--- src/rtl/stream_fifo.sv ---
// -----------------------------------------------------------------------------
// stream_fifo
//   Single-clock FIFO with valid/ready handshakes on both sides, a fill count,
//   programmable almost-full/almost-empty flags, sticky overflow/underflow
//   flags, a synchronous flush and a selectable read mode:
//     FWFT=1 : head word is shown combinationally on out_data while out_valid.
//     FWFT=0 : out_ready requests a read; out_data/out_valid follow one cycle
//              later, out_valid as a single-cycle pulse.
//
// Ports
//   clk           in   rising-edge clock
//   rst           in   asynchronous reset, active low
//   in_valid      in   write request
//   in_ready      out  FIFO can accept a word (count != DEPTH)
//   in_data       in   write payload
//   out_valid     out  out_data holds a valid word
//   out_ready     in   FWFT: consumer takes head; standard: read request
//   out_data      out  read payload
//   count         out  words currently stored (0..DEPTH)
//   almost_full   out  count >= AFULL_LVL
//   almost_empty  out  count <= AEMPTY_LVL
//   overflow      out  sticky: write attempted while full
//   underflow     out  sticky: read attempted while empty
//   flush         in   synchronous clear of contents
//   clr_err       in   synchronous clear of overflow/underflow
// -----------------------------------------------------------------------------
module stream_fifo #(
   parameter int DATA_WIDTH = 8,
   parameter int DEPTH      = 16,
   parameter int FWFT       = 1,
   parameter int AFULL_LVL  = 12,
   parameter int AEMPTY_LVL = 4
) (
   input  logic                      clk,
   input  logic                      rst,
   input  logic                      in_valid,
   output logic                      in_ready,
   input  logic [DATA_WIDTH-1:0]     in_data,
   output logic                      out_valid,
   input  logic                      out_ready,
   output logic [DATA_WIDTH-1:0]     out_data,
   output logic [$clog2(DEPTH):0]    count,
   output logic                      almost_full,
   output logic                      almost_empty,
   output logic                      overflow,
   output logic                      underflow,
   input  logic                      flush,
   input  logic                      clr_err
);

   localparam int ADDR_WIDTH = $clog2(DEPTH);

   localparam logic [ADDR_WIDTH:0] FULL_C   = (ADDR_WIDTH+1)'(DEPTH);
   localparam logic [ADDR_WIDTH:0] AFULL_C  = (ADDR_WIDTH+1)'(AFULL_LVL);
   localparam logic [ADDR_WIDTH:0] AEMPTY_C = (ADDR_WIDTH+1)'(AEMPTY_LVL);

   logic [DATA_WIDTH-1:0] mem [DEPTH];
   logic [ADDR_WIDTH:0]   wr_ptr;
   logic [ADDR_WIDTH:0]   rd_ptr;
   logic                  not_empty;
   logic                  push;
   logic                  pop;

   // Status decodes from the registered count only, so in_ready never
   // combinationally depends on out_ready (no write into a full FIFO even
   // when the head is being popped in the same cycle).
   assign not_empty    = (count != '0);
   assign in_ready     = (count != FULL_C);
   assign almost_full  = (count >= AFULL_C);
   assign almost_empty = (count <= AEMPTY_C);

   // In FWFT mode out_valid equals not_empty, so both modes reduce to the same
   // pop condition. Flush drops any push/pop of its cycle.
   assign push = in_valid & in_ready & ~flush;
   assign pop  = out_ready & not_empty & ~flush;

   // NOTE: storage has no reset; only pointers/count define which entries are
   // live, so resetting the array would add reset fan-out for no benefit.
   always_ff @(posedge clk) begin
      if (push) begin
         mem[wr_ptr[ADDR_WIDTH-1:0]] <= in_data;
      end
   end

   // NOTE: non-blocking assignments in clocked blocks so every register sees
   // the pre-edge values of the others, independent of statement order.
   always_ff @(posedge clk or negedge rst) begin
      if (!rst) begin
         wr_ptr <= '0;
         rd_ptr <= '0;
         count  <= '0;
      end else if (flush) begin
         wr_ptr <= '0;
         rd_ptr <= '0;
         count  <= '0;
      end else begin
         if (push) wr_ptr <= wr_ptr + 1'b1;
         if (pop)  rd_ptr <= rd_ptr + 1'b1;
         case ({push, pop})
            2'b10:   count <= count + 1'b1;
            2'b01:   count <= count - 1'b1;
            default: count <= count;
         endcase
      end
   end

   // Sticky error flags: a new event in the same cycle as clr_err wins.
   // Flush deliberately leaves them alone.
   always_ff @(posedge clk or negedge rst) begin
      if (!rst) begin
         overflow  <= 1'b0;
         underflow <= 1'b0;
      end else begin
         overflow  <= (in_valid & ~in_ready)   | (overflow  & ~clr_err);
         underflow <= (out_ready & ~not_empty) | (underflow & ~clr_err);
      end
   end

   generate
      if (FWFT != 0) begin : g_fwft
         assign out_valid = not_empty;
         assign out_data  = mem[rd_ptr[ADDR_WIDTH-1:0]];
      end else begin : g_std
         logic                  out_valid_r;
         logic [DATA_WIDTH-1:0] out_data_r;

         // out_data_r keeps the last word read; flush only kills the pulse.
         always_ff @(posedge clk or negedge rst) begin
            if (!rst) begin
               out_valid_r <= 1'b0;
               out_data_r  <= '0;
            end else begin
               out_valid_r <= pop;
               if (pop) out_data_r <= mem[rd_ptr[ADDR_WIDTH-1:0]];
            end
         end

         assign out_valid = out_valid_r;
         assign out_data  = out_data_r;
      end
   endgenerate

endmodule

--- config.mk ---
export PLATFORM = sky130hd
export DESIGN_NAME = stream_fifo
export DESIGN_NICKNAME = d
export VERILOG_FILES = /design/src/rtl/stream_fifo.sv
export SDC_FILE = /design/constraint.sdc
export NUM_CORES = 1
export LEC_CHECK = 0
export CORE_MARGIN = 2
export CORE_UTILIZATION = 53
export CTS_CLUSTER_SIZE = 8
export DETAILED_ROUTE_END_ITERATION = 16
export PLACE_DENSITY_LB_ADDON = 0.12
export SLEW_MARGIN = 40
export SYNTH_ARGS = -nofsm -noshare
export SYNTH_HDL_FRONTEND = slang
export SYNTH_SLANG_ARGS = --single-unit
export TNS_END_PERCENT = 5
--- constraint.sdc ---
create_clock -name clk -period 3 [get_ports clk]
set_clock_uncertainty 0.2 [all_clocks]
set_input_delay 0.6 -clock clk [delete_from_list [all_inputs] [get_ports clk]]
set_output_delay 0.6 -clock clk [all_outputs]
set_load 0.1 [all_outputs]
; ---- Yosys cells after proc, flatten, opt, wreduce, memory -nomap -nowiden
; Memories as Yosys holds them, arrays and structs flattened.
; Cells that the tools add are included.
[totals]
ff_bits = 17
latchBits = 0
ramBits = 128
rom_bits = 0
in_bits = 14
output_inout_bits = 19
elab_cells = 41
mem_count = 1
[memory_table]
columns = memory, words, width, rd, rd_clocked_by_memory_dff, wr, line
row1 = mem, 16, 8, 1, 0, 1, 57  ; logic [DATA_WIDTH-1:0] mem [DEPTH];
[op_classes]
add_sub_neg = 4
multipliers = 0
n_div = 0
n_lt_le_gt_ge = 2
n_eq_ne = 3
n_shift = 0
mux = 8
bitwise_logic = 14
reduce_logical = 4
[ops]
columns = operator, count
row1 = 5-bit 2-to-1 mux, 5
row2 = "5-bit by 1-bit adder with 5-bit output, second input constant", 3
row3 = 5-bit case mux with 2 select lines, 1
row4 = 1-bit bitwise AND, 8
row5 = "5-bit by 4-bit >= comparator with 1-bit output, second input constant", 1
row6 = "5-bit by 3-bit less-or-equal comparator with 1-bit output, second input constant", 1
row7 = "5-bit != test, second input constant", 1
row8 = 5-bit nonzero test, 1
row9 = "5-bit by 1-bit subtractor with 5-bit output, second input constant", 1
row10 = 1-bit inverter, 4
row11 = 2-bit nonzero test, 2
row12 = 3-bit nonzero test, 1
row13 = "2-bit by 1-bit equality test with 1-bit output, second input constant", 1
row14 = "2-bit equality test, second input constant", 1
row15 = 1-bit 2-to-1 mux, 2
row16 = 1-bit bitwise OR, 2

; ---- Logic depth before layout (Yosys ltp)
; Gate-level depths: netlist of run 1.
[depth]
word_depth = 6
mapped_depth = 10
depth_no_buf = 9

; ---- Least setup slack after synthesis of run 1
; No wires, ideal clock.
[synth_timing]
path_kind = register to output
start = register count[1]
end = output almost_empty
arrival_ns = 3.229
required_time_ns = 2.200
setup_slack_ns = -1.029
path_stages_with_launch = 4
n_path_buf = 1
path_cell_list = dfrtp_1 buf_6 o21a_1 nor3_1
[synth_via]
elab_chain_len = 1
[synth_rtl]
columns = element, line
row1 = "start, declared", 42  ; output logic [$clog2(DEPTH):0] count,
row2 = "start signal, assigned", 100  ; 2'b10: count <= count + 1'b1;
row3 = "start signal, assigned", 101  ; 2'b01: count <= count - 1'b1;
row4 = "start signal, assigned", 102  ; default: count <= count;
row5 = 5-bit by 3-bit less-or-equal comparator with 1-bit output, 70  ; assign almost_empty = (count <= AEMPTY_C);
row6 = "end, declared", 44  ; output logic almost_empty,
; Every way passes these cells.

; ---- Final worst setup path of run 1
[layout_timing]
start = register rd_ptr[0]
end = output out_data[4]
[layout_via]
elab_chain_len = 1
[layout_rtl]
columns = element, line
row1 = "start, declared", 59  ; logic [ADDR_WIDTH:0] rd_ptr;
row2 = "start signal, assigned", 98  ; if (pop) rd_ptr <= rd_ptr + 1'b1;
row3 = memory 16 x 8 bit, -
row4 = "end, declared", 41  ; output logic [DATA_WIDTH-1:0] out_data,
; Every way passes these cells.

==> impl_results.rst, run 1 <==
.. list-table::
   :header-rows: 1

   * - Metric
     - Value
   * - Slowest cell delay on critical path
     - ~0.55 ns
   * - Warnings from Yosys
     - 0
   * - Worst Setup End Kind
     - output port
   * - Syn avg cell area
     - approximately 16 sq um
   * - Via count
     - ~3400
   * - Antenna fix cells
     - 0
   * - Violations in the final reports
     - setup timing
   * - Min Clock Period, post-route
     - around 3.1 ns
   * - Detail-routed via count per cell
     - between 5 and 6
   * - Setup Total Neg Slack
     - -0.6650 ns
   * - Max Fanout on Critical Path
     - 6
   * - Effective utilization at floorplan
     - between 50% and 60%
   * - Clk_lat worst skew
     - 0.52 ns
   * - Parity-gate share of the synthesized area counting xor and xnor cells
     - around 1.5%
   * - Root cell of the clock tree
     - clkbuf_8
   * - GRT Util Overall
     - between 20% and 30%
   * - Routed wire length
     - between 10 and 15 mm
   * - Top-level port count
     - 33
   * - Max IR drop VDD
     - ~980 uV
   * - Lkg Pwr
     - 2.626 nW
   * - DR WL/cell
     - about 22 um
   * - Share of synthesized area occupied by flip-flops and latches
     - 71.06%
   * - Standard cell core area
     - 10890 sq um
   * - Clock-pin slew reported for the worst setup and hold paths after clock tree synthesis
     - approximately 0.060 ns
   * - Synth Register Bits
     - 143
   * - Antenna violations before repair
     - 0
   * - Sink count of the clock tree
     - around 140
   * - Vertical die dimension
     - 109.8 um
   * - Total count of hold-check failures in the final report
     - 0
   * - Cell area after synthesis
     - between 5000 and 6000 sq um
   * - Die area
     - around 12000 sq um
   * - Final worst-path cycle share
     - 104.5%
   * - Length of the first detailed-routing pass in iterations
     - 5
   * - Highest achievable clock rate
     - around 0.32 GHz
   * - Endpoint required time on the critical path
     - approximately 2.2 ns
   * - Post-layout net count
     - ~450
   * - Post-synthesis instance total
     - between 300 and 400
   * - Worst-case setup margin in the final layout
     - -0.1356 ns
   * - Routability-driven placement congestion ratio
     - just under 0.8
   * - Placement Setup Slack
     - -0.2509 ns
   * - Maximum number of buffers from clock root to sink
     - 2
   * - Share of synthesized area spent on multiplexers
     - about an eighth
   * - Register-to-register setup slack
     - 0.34 ns
   * - DRC Markers
     - 0
   * - CTS buffer count
     - 17
   * - Crit path buffers/inverters
     - 3
   * - Combinational family with the most area after synthesis
     - multiplexers
   * - Total count of max-transition violations in the final report
     - 0
   * - Core Rows
     - 38
   * - Max-cap violations
     - 0
   * - Number of distinct standard cells referenced by the synthesized netlist
     - 38
   * - Net count after synthesis
     - approximately 380
   * - Total of endpoints with negative setup slack in the final report
     - 8
   * - Count of nets left with antenna violations after detail routing
     - 0
   * - Largest net degree at the start of global routing
     - 19
   * - Maximum level of the CTS H-tree
     - 4
   * - Library cell contributing the largest single delay on the critical path
     - mux4_2
   * - Sum of internal, switching and leakage power
     - approximately 7 mW
   * - Status
     - complete, but fails checks
   * - Leading register cell type out of synthesis
     - edfxtp_1
   * - Class of the tightest hold or removal check
     - input port to asynchronous set/reset pin
   * - TritonCTS clock tree
     - yes
   * - Classification of the worst setup path
     - flip-flop to output port
   * - Share of synthesized registers carrying an async set or reset
     - about a tenth
   * - Transition time at the pin with the least slew margin
     - ~0.66 ns
   * - Final global-route overflow total
     - 0
   * - Number of enable-type register cells in the synthesized netlist
     - ~130
   * - Post-detailed-placement half-perimeter wirelength
     - 7.958 mm
   * - Type of origin of the critical path
     - flip-flop
   * - I/O Buffers
     - 32
   * - Area share of fa/ha/maj cells after synthesis
     - approximately 1.5%
   * - Hold-fix buffer count after cts
     - 0
   * - Share of the synthesized area in compound gates (AO/OA/AOI/OAI)
     - approximately 5.8%
   * - Cells traversed along the worst timing path
     - buf_4, buf_8, mux4_2, a22oi_1, nand2_1, buf_12
   * - Category of cells accounting for the largest share of critical-path delay
     - multiplexers
   * - Unrepaired setup endpoints after global routing
     - yes
   * - Die Wd
     - 109.8 um
   * - Post-Synth Simple-Gate Area
     - under 10%
   * - Total power per unit cell area
     - around 900 nW/um^2
   * - Wire length of the first global-routing pass
     - about 20 mm
   * - CP arrival
     - between 2 and 2.5 ns
   * - Layout Area Growth over Synthesis
     - 26.60%
   * - Number of DRC markers in iteration 0
     - 265
   * - Vias in the first global route
     - roughly 3500
   * - Layout filler cell count
     - approximately 700
   * - Tightest slew margin relative to the limit
     - between 50% and 60%
   * - Share of cells above drive strength 1
     - about 33%
sequential cells by signal (all words and copies together) (netlist names):
signal,cells
rd_ptr,4
overflow,1
count,5
mem,128
wr_ptr,4
underflow,1
power by group:
part,leakage (nW),internal (mW),switching (mW)
combinational,0.972,0.897,1.39
clock,0.309,1.45,0.824
sequential,1.35,2.24,0.101
kinds of logic after synthesis:
group | Yosys count
XOR/XNOR | 10
buffers and inverters | 25
flip-flops | 143
AO/OA/AOI/OAI | 53
adder cells (fa/ha/maj) | 7
multiplexers | 54
AND/OR/NAND/NOR | 70
cell usage in the layout (no fill, tap or decap), types with 9 or more instances in the layout:
master           netlist  final
a21oi_1               12     12
clkdlybuf4s50_1        0     13
buf_4                  0     42
o21ai_1                0     12
mux4_2                16     16
mux2i_1               30     29
nor2_1                30     30
xor2_1                 9      9
clkbuf_16              0     16
edfxtp_1             128    128
buf_12                 0     12
nand2_1               19     15
per-layer routing:
layer | up-vias | global-route usage (%) | part of all wire, %
met5 | - | 0 | 0
met4 | 0 | 8.318 | 2.3
met3 | 25 | 6.995 | 6.8
met2 | 131 | 38.34 | 53
met1 | 1689 | 29.50 | 38
li1 | 1558 | - | -
area by class of cell:
type	instances	area, sq um	share of cell area (%)
sequential	143	4230	56.28
multi-input combinational	194	1707	22.71
timing repair buffer	71	734.5	9.772
clock buffer	17	414.1	5.510
clock inverter	15	232.7	3.096
tap	140	175.2	2.331
inverter	6	22.52	0.2997
through the flow:
step / area, sq um / hold WS, ns / instances / utilization (%)
global placement: 6676 / 0.3206 / 546 / 61.32
CTS: 7408 / 0.2761 / 582 / 68.04
detailed placement: 6676 / 0.3209 / 546 / 61.32
global route: 7516 / 0.2989 / 586 / 69.03
floorplan: 5957 / 0.1044 / 362 / -
finish: 7516 / 0.2829 / 586 / 69.03
path summary, 6_finish.rpt:
| kind | endpoint | start | cells after the start |
|---|---|---|---|
| max | out_data[4] | rd_ptr[0] | 6 |
| min | count[3] | rst | 1 |
| max reg2reg | count[4] | count[1] | 9 |
| min reg2reg | underflow | underflow | 2 |
| max in group asynchronous | count[1] | rst | 1 |
| min in group clk | underflow | underflow | 2 |
cell usage after synthesis (all sizes together) (6+ instances only):
master  number  share of area, %
dfrtp       15               6.3
mux2         8               1.5
ha           7               1.5
buf         10              0.91
a21oi       12               1.0
nand2       20               1.3
edfxtp     128                65
inv          6              0.38
nor2        30               1.9
a221oi       8               1.2
o21ai       18               1.5
a22oi        8               1.0
xor2         9               1.3
clkbuf       9              0.57
mux2i       30               5.1
mux4        16               6.1
worst reg2reg max path: stages (launching register included):
cell and delay (ns):
dfrtp_4 0.53, nor4_4 0.28, mux2i_2 0.30, xor2_1 0.11, ha_2 0.19, or3_1 0.31
a21oi_1 0.14, mux2i_1 0.10, or3_1 0.30, a21oi_1 0.12
timing repair:
| action | in CTS | in global routing |
|---|---|---|
| cloned | 0 | 0 |
| pin swaps | 0 | 7 |
| buffers inserted | 4 | 4 |
| gates resized for setup | 10 | 29 |
| setup endpoints to repair | 8 | 8 |
(Power assumes the default switching activity.)
==> inputs of run 2 (changes only) <==
--- a/config.mk
+++ b/config.mk
@@ -10,6 +10,7 @@
 export CTS_CLUSTER_SIZE = 8
 export DETAILED_ROUTE_END_ITERATION = 16
 export PLACE_DENSITY_LB_ADDON = 0.12
+export RECOVER_POWER = 100
 export SLEW_MARGIN = 40
 export SYNTH_ARGS = -nofsm -noshare
 export SYNTH_HDL_FRONTEND = slang
==> run 2 against run 1 <==
Compared with the run above:
- the flow still finishes with violations (setup timing)
- worst hold slack better by 0.045 ns
- maximum frequency is 0.76% higher
- utilization is 0.45 points lower
- largest power group unchanged
- highest routed layer unchanged
==> impl_results.rst, run 2 (synthesis results as in run 1) <==
.. list-table::
   :header-rows: 1

   * - Metric
     - Value
   * - Status
     - complete, but fails checks
   * - Violations in the final reports
     - setup timing
   * - I/O Buffers
     - 32 (unchanged)
   * - Maximum number of buffers from clock root to sink
     - 2 (unchanged)
   * - Clk_lat worst skew
     - 0.52 ns (about the same)
   * - Combinational fraction of design power
     - 32.5% (-0.6 points)
   * - Internal Power
     - 4.534 mW (-1.2%)
   * - Total count of hold-check failures in the final report
     - 0 (unchanged)
   * - GRT Util Overall
     - 23.33% (unchanged)
   * - Routed wire length
     - 12.68 mm (about the same)
   * - Flip-flop count of the largest register after layout
     - 128 (unchanged)
   * - Classification of the worst setup path
     - flip-flop to output port
   * - Crit path buffers/inverters
     - 3 (unchanged)
   * - Slowest cell delay on critical path
     - 0.54 ns (about the same)
   * - Setup Total Neg Slack
     - -0.5465 ns (+0.1184 ns)
   * - Category of cells accounting for the largest share of critical-path delay
     - multiplexers
   * - Post-layout net count
     - 454 (unchanged)
   * - Antenna violations before repair
     - 0 (unchanged)
   * - Largest net degree at the start of global routing
     - 19 (unchanged)
   * - Sw Ratio
     - 33.62% (+0.10 points)
   * - Commonest non-fill, non-tap cell in the layout
     - edfxtp_1
   * - Root cell of the clock tree
     - clkbuf_8
   * - Endpoint required time on the critical path
     - 2.20 ns (about the same)
   * - Number of DRC markers in iteration 0
     - 283 (+6.8%)
   * - Max IR drop VDD
     - 933.6 uV (-4.9%)
   * - Total count of max-transition violations in the final report
     - 0 (unchanged)
   * - Final worst-path cycle share
     - 103.7% (-0.79 points)
   * - Core Rows
     - 38 (unchanged)
   * - Layout Area Growth over Synthesis
     - 25.77%
   * - Most frequent cells in the layout
     - edfxtp_1, mux2i_1, nor2_1
   * - Via count
     - 3385 (-0.53%)
   * - Detail-routed via count per cell
     - 5.776 (-0.53%)
   * - Count of nets left with antenna violations after detail routing
     - 0 (unchanged)
   * - Length of the first detailed-routing pass in iterations
     - 4 (-1)
   * - CP arrival
     - 2.31 ns (-0.03 ns)
   * - TritonCTS clock tree
     - yes
   * - Sink count of the clock tree
     - 143 (unchanged)
   * - Total power per unit cell area
     - 914.7 nW/um^2 (-0.40%)
   * - Max-cap violations
     - 0 (unchanged)
   * - Wire length of the first global-routing pass
     - 19.55 mm (unchanged)
   * - Type of origin of the critical path
     - flip-flop
   * - Antenna fix cells
     - 0 (unchanged)
   * - Routability-driven placement congestion ratio
     - 0.7841 (unchanged)
   * - Post-detailed-placement half-perimeter wirelength
     - 7.958 mm (unchanged)
   * - Flop pwr share
     - 34.3% (+0.3 points)
   * - Fin util
     - 68.58% (-0.45 points)
   * - Post-layout instance count excluding filler cells
     - 586 (unchanged)
   * - CTS buffer count
     - 17 (unchanged)
   * - Total of endpoints with negative setup slack in the final report
     - 8 (unchanged)
   * - Top-level port count
     - 33 (unchanged)
   * - Min Clock Period, post-route
     - 3.112 ns (-0.02379 ns)
   * - Share of cells above drive strength 1
     - 31.17% (-1.8 points)
   * - Die area
     - 12060 sq um (unchanged)
   * - Transition time at the pin with the least slew margin
     - 1.169 ns (+0.5093 ns)
   * - Worst Setup End Kind
     - output port
   * - Max Fanout on Critical Path
     - 6 (unchanged)
   * - Highest achievable clock rate
     - 0.3214 GHz (+0.76%)
   * - Die Wd
     - 109.8 um (unchanged)
   * - Unrepaired setup endpoints after global routing
     - yes
   * - Lkg Pwr
     - 2.609 nW (-0.66%)
   * - Library cell contributing the largest single delay on the critical path
     - mux4_2
   * - Proportion of power drawn by the clock network
     - 33.3% (+0.4 points)
   * - Class of the tightest hold or removal check
     - flip-flop to flip-flop
   * - Final global-route overflow total
     - 0 (unchanged)
   * - Clock-pin slew reported for the worst setup and hold paths after clock tree synthesis
     - 0.06 ns (about the same)
   * - Switching component of the power
     - 2.296 mW (-0.74%)
   * - Tightest slew margin relative to the limit
     - 22.38% (-33 points)
   * - Vias in the first global route
     - 3481 (unchanged)
   * - Number of cells in the design after placement
     - 546 (unchanged)
   * - Vertical die dimension
     - 109.8 um (unchanged)
   * - Maximum level of the CTS H-tree
     - 4 (unchanged)
   * - DRC Markers
     - 0 (unchanged)
   * - Worst-case setup margin in the final layout
     - -0.1118 ns (+0.02379 ns)
   * - Standard cell core area
     - 10890 sq um (unchanged)
   * - DR WL/cell
     - 21.63 um (about the same)
   * - Cells traversed along the worst timing path
     - buf_4, buf_8, mux4_2, a22oi_1, nand2_1, buf_12
   * - Effective utilization at floorplan
     - 54.53% (unchanged)
run 2: path summary, 6_finish.rpt:
kind / cells past startpoint / startpoint / endpoint / slack, ns
setup reg to reg: 6 / count[1] / count[4] / 0.08
max in group asynchronous: 1 / rst / count[1] / 1.76
hold reg to reg: 2 / underflow / underflow / 0.33
min in group asynchronous: 1 / rst / count[3] / 0.35
setup / recovery: 6 / rd_ptr[0] / out_data[4] / -0.11
hold / removal: 2 / underflow / underflow / 0.33
run 2: power groups by stage:
stage | sequential (mW) | clock [mW] | combinational (mW)
after floorplan | 2.56 | 0 | 1.35
after global placement | 2.40 | 0 | 2.08
after detailed placement | 2.40 | 0 | 2.10
after CTS | 2.35 | 2.31 | 2.20
after global routing | 2.35 | 2.39 | 2.33
final | 2.34 | 2.27 | 2.22
run 2: layout make-up:
type,count,area [sq um]
clock buffers,17,414.1
clock inverters,15,232.7
fillers,713,3421
inverters,6,22.52
multi-input cells,194,1690
flip-flops and latches,143,4230
well taps,140,175.2
repair buffers,71,701.9
run 2: stage by stage:
stage	hold slack, ns	setup WS [ns]	power (mW)	area, sq um
6_report	0.3279	-0.1118	6.830	7467
5_1_grt	0.3686	-0.1827	7.077	7467
4_1_cts	0.2761	-0.1714	6.862	7408
3_5_place_dp	0.3209	-0.2509	4.498	6676
3_3_place_gp	0.3206	-0.1573	4.484	6676
2_1_floorplan	0.1044	-0.06639	3.909	5957
run 2: worst min-delay path, cell delays in order, from the launching register on:
cell     delay [ns]
dfrtp_1        0.37
inv_1          0.05
o22ai_1        0.06
run 2: what timing repair did:
item	in CTS	in global routing
resized for setup	10	29
pin swaps	0	7
hold endpoints to repair	0	0
setup buffers	4	4
hold buffers	0	0
setup endpoints to repair	8	8
run 2: metal layers:
| layer | GRT usage (%) | wire [um] | part of all wire, % | up-vias |
|---|---|---|---|---|
| met4 | 8.318 | 191 | 1.5 | 0 |
| li1 | - | - | - | 1558 |
| met2 | 38.34 | 6777 | 53 | 111 |
| met1 | 29.50 | 4783 | 38 | 1702 |
| met5 | 0 | 0 | 0 | - |
| met3 | 6.995 | 925 | 7.3 | 14 |
==> inputs of run 3 (changes only) <==
--- a/config.mk
+++ b/config.mk
@@ -11,7 +11,7 @@
 export DETAILED_ROUTE_END_ITERATION = 16
 export PLACE_DENSITY_LB_ADDON = 0.12
 export RECOVER_POWER = 100
-export SLEW_MARGIN = 40
+export SLEW_MARGIN = 20
 export SYNTH_ARGS = -nofsm -noshare
 export SYNTH_HDL_FRONTEND = slang
 export SYNTH_SLANG_ARGS = --single-unit
==> results of run 3 <==
Same layout as run 2: the final DEF is identical, and so are final timing and power.
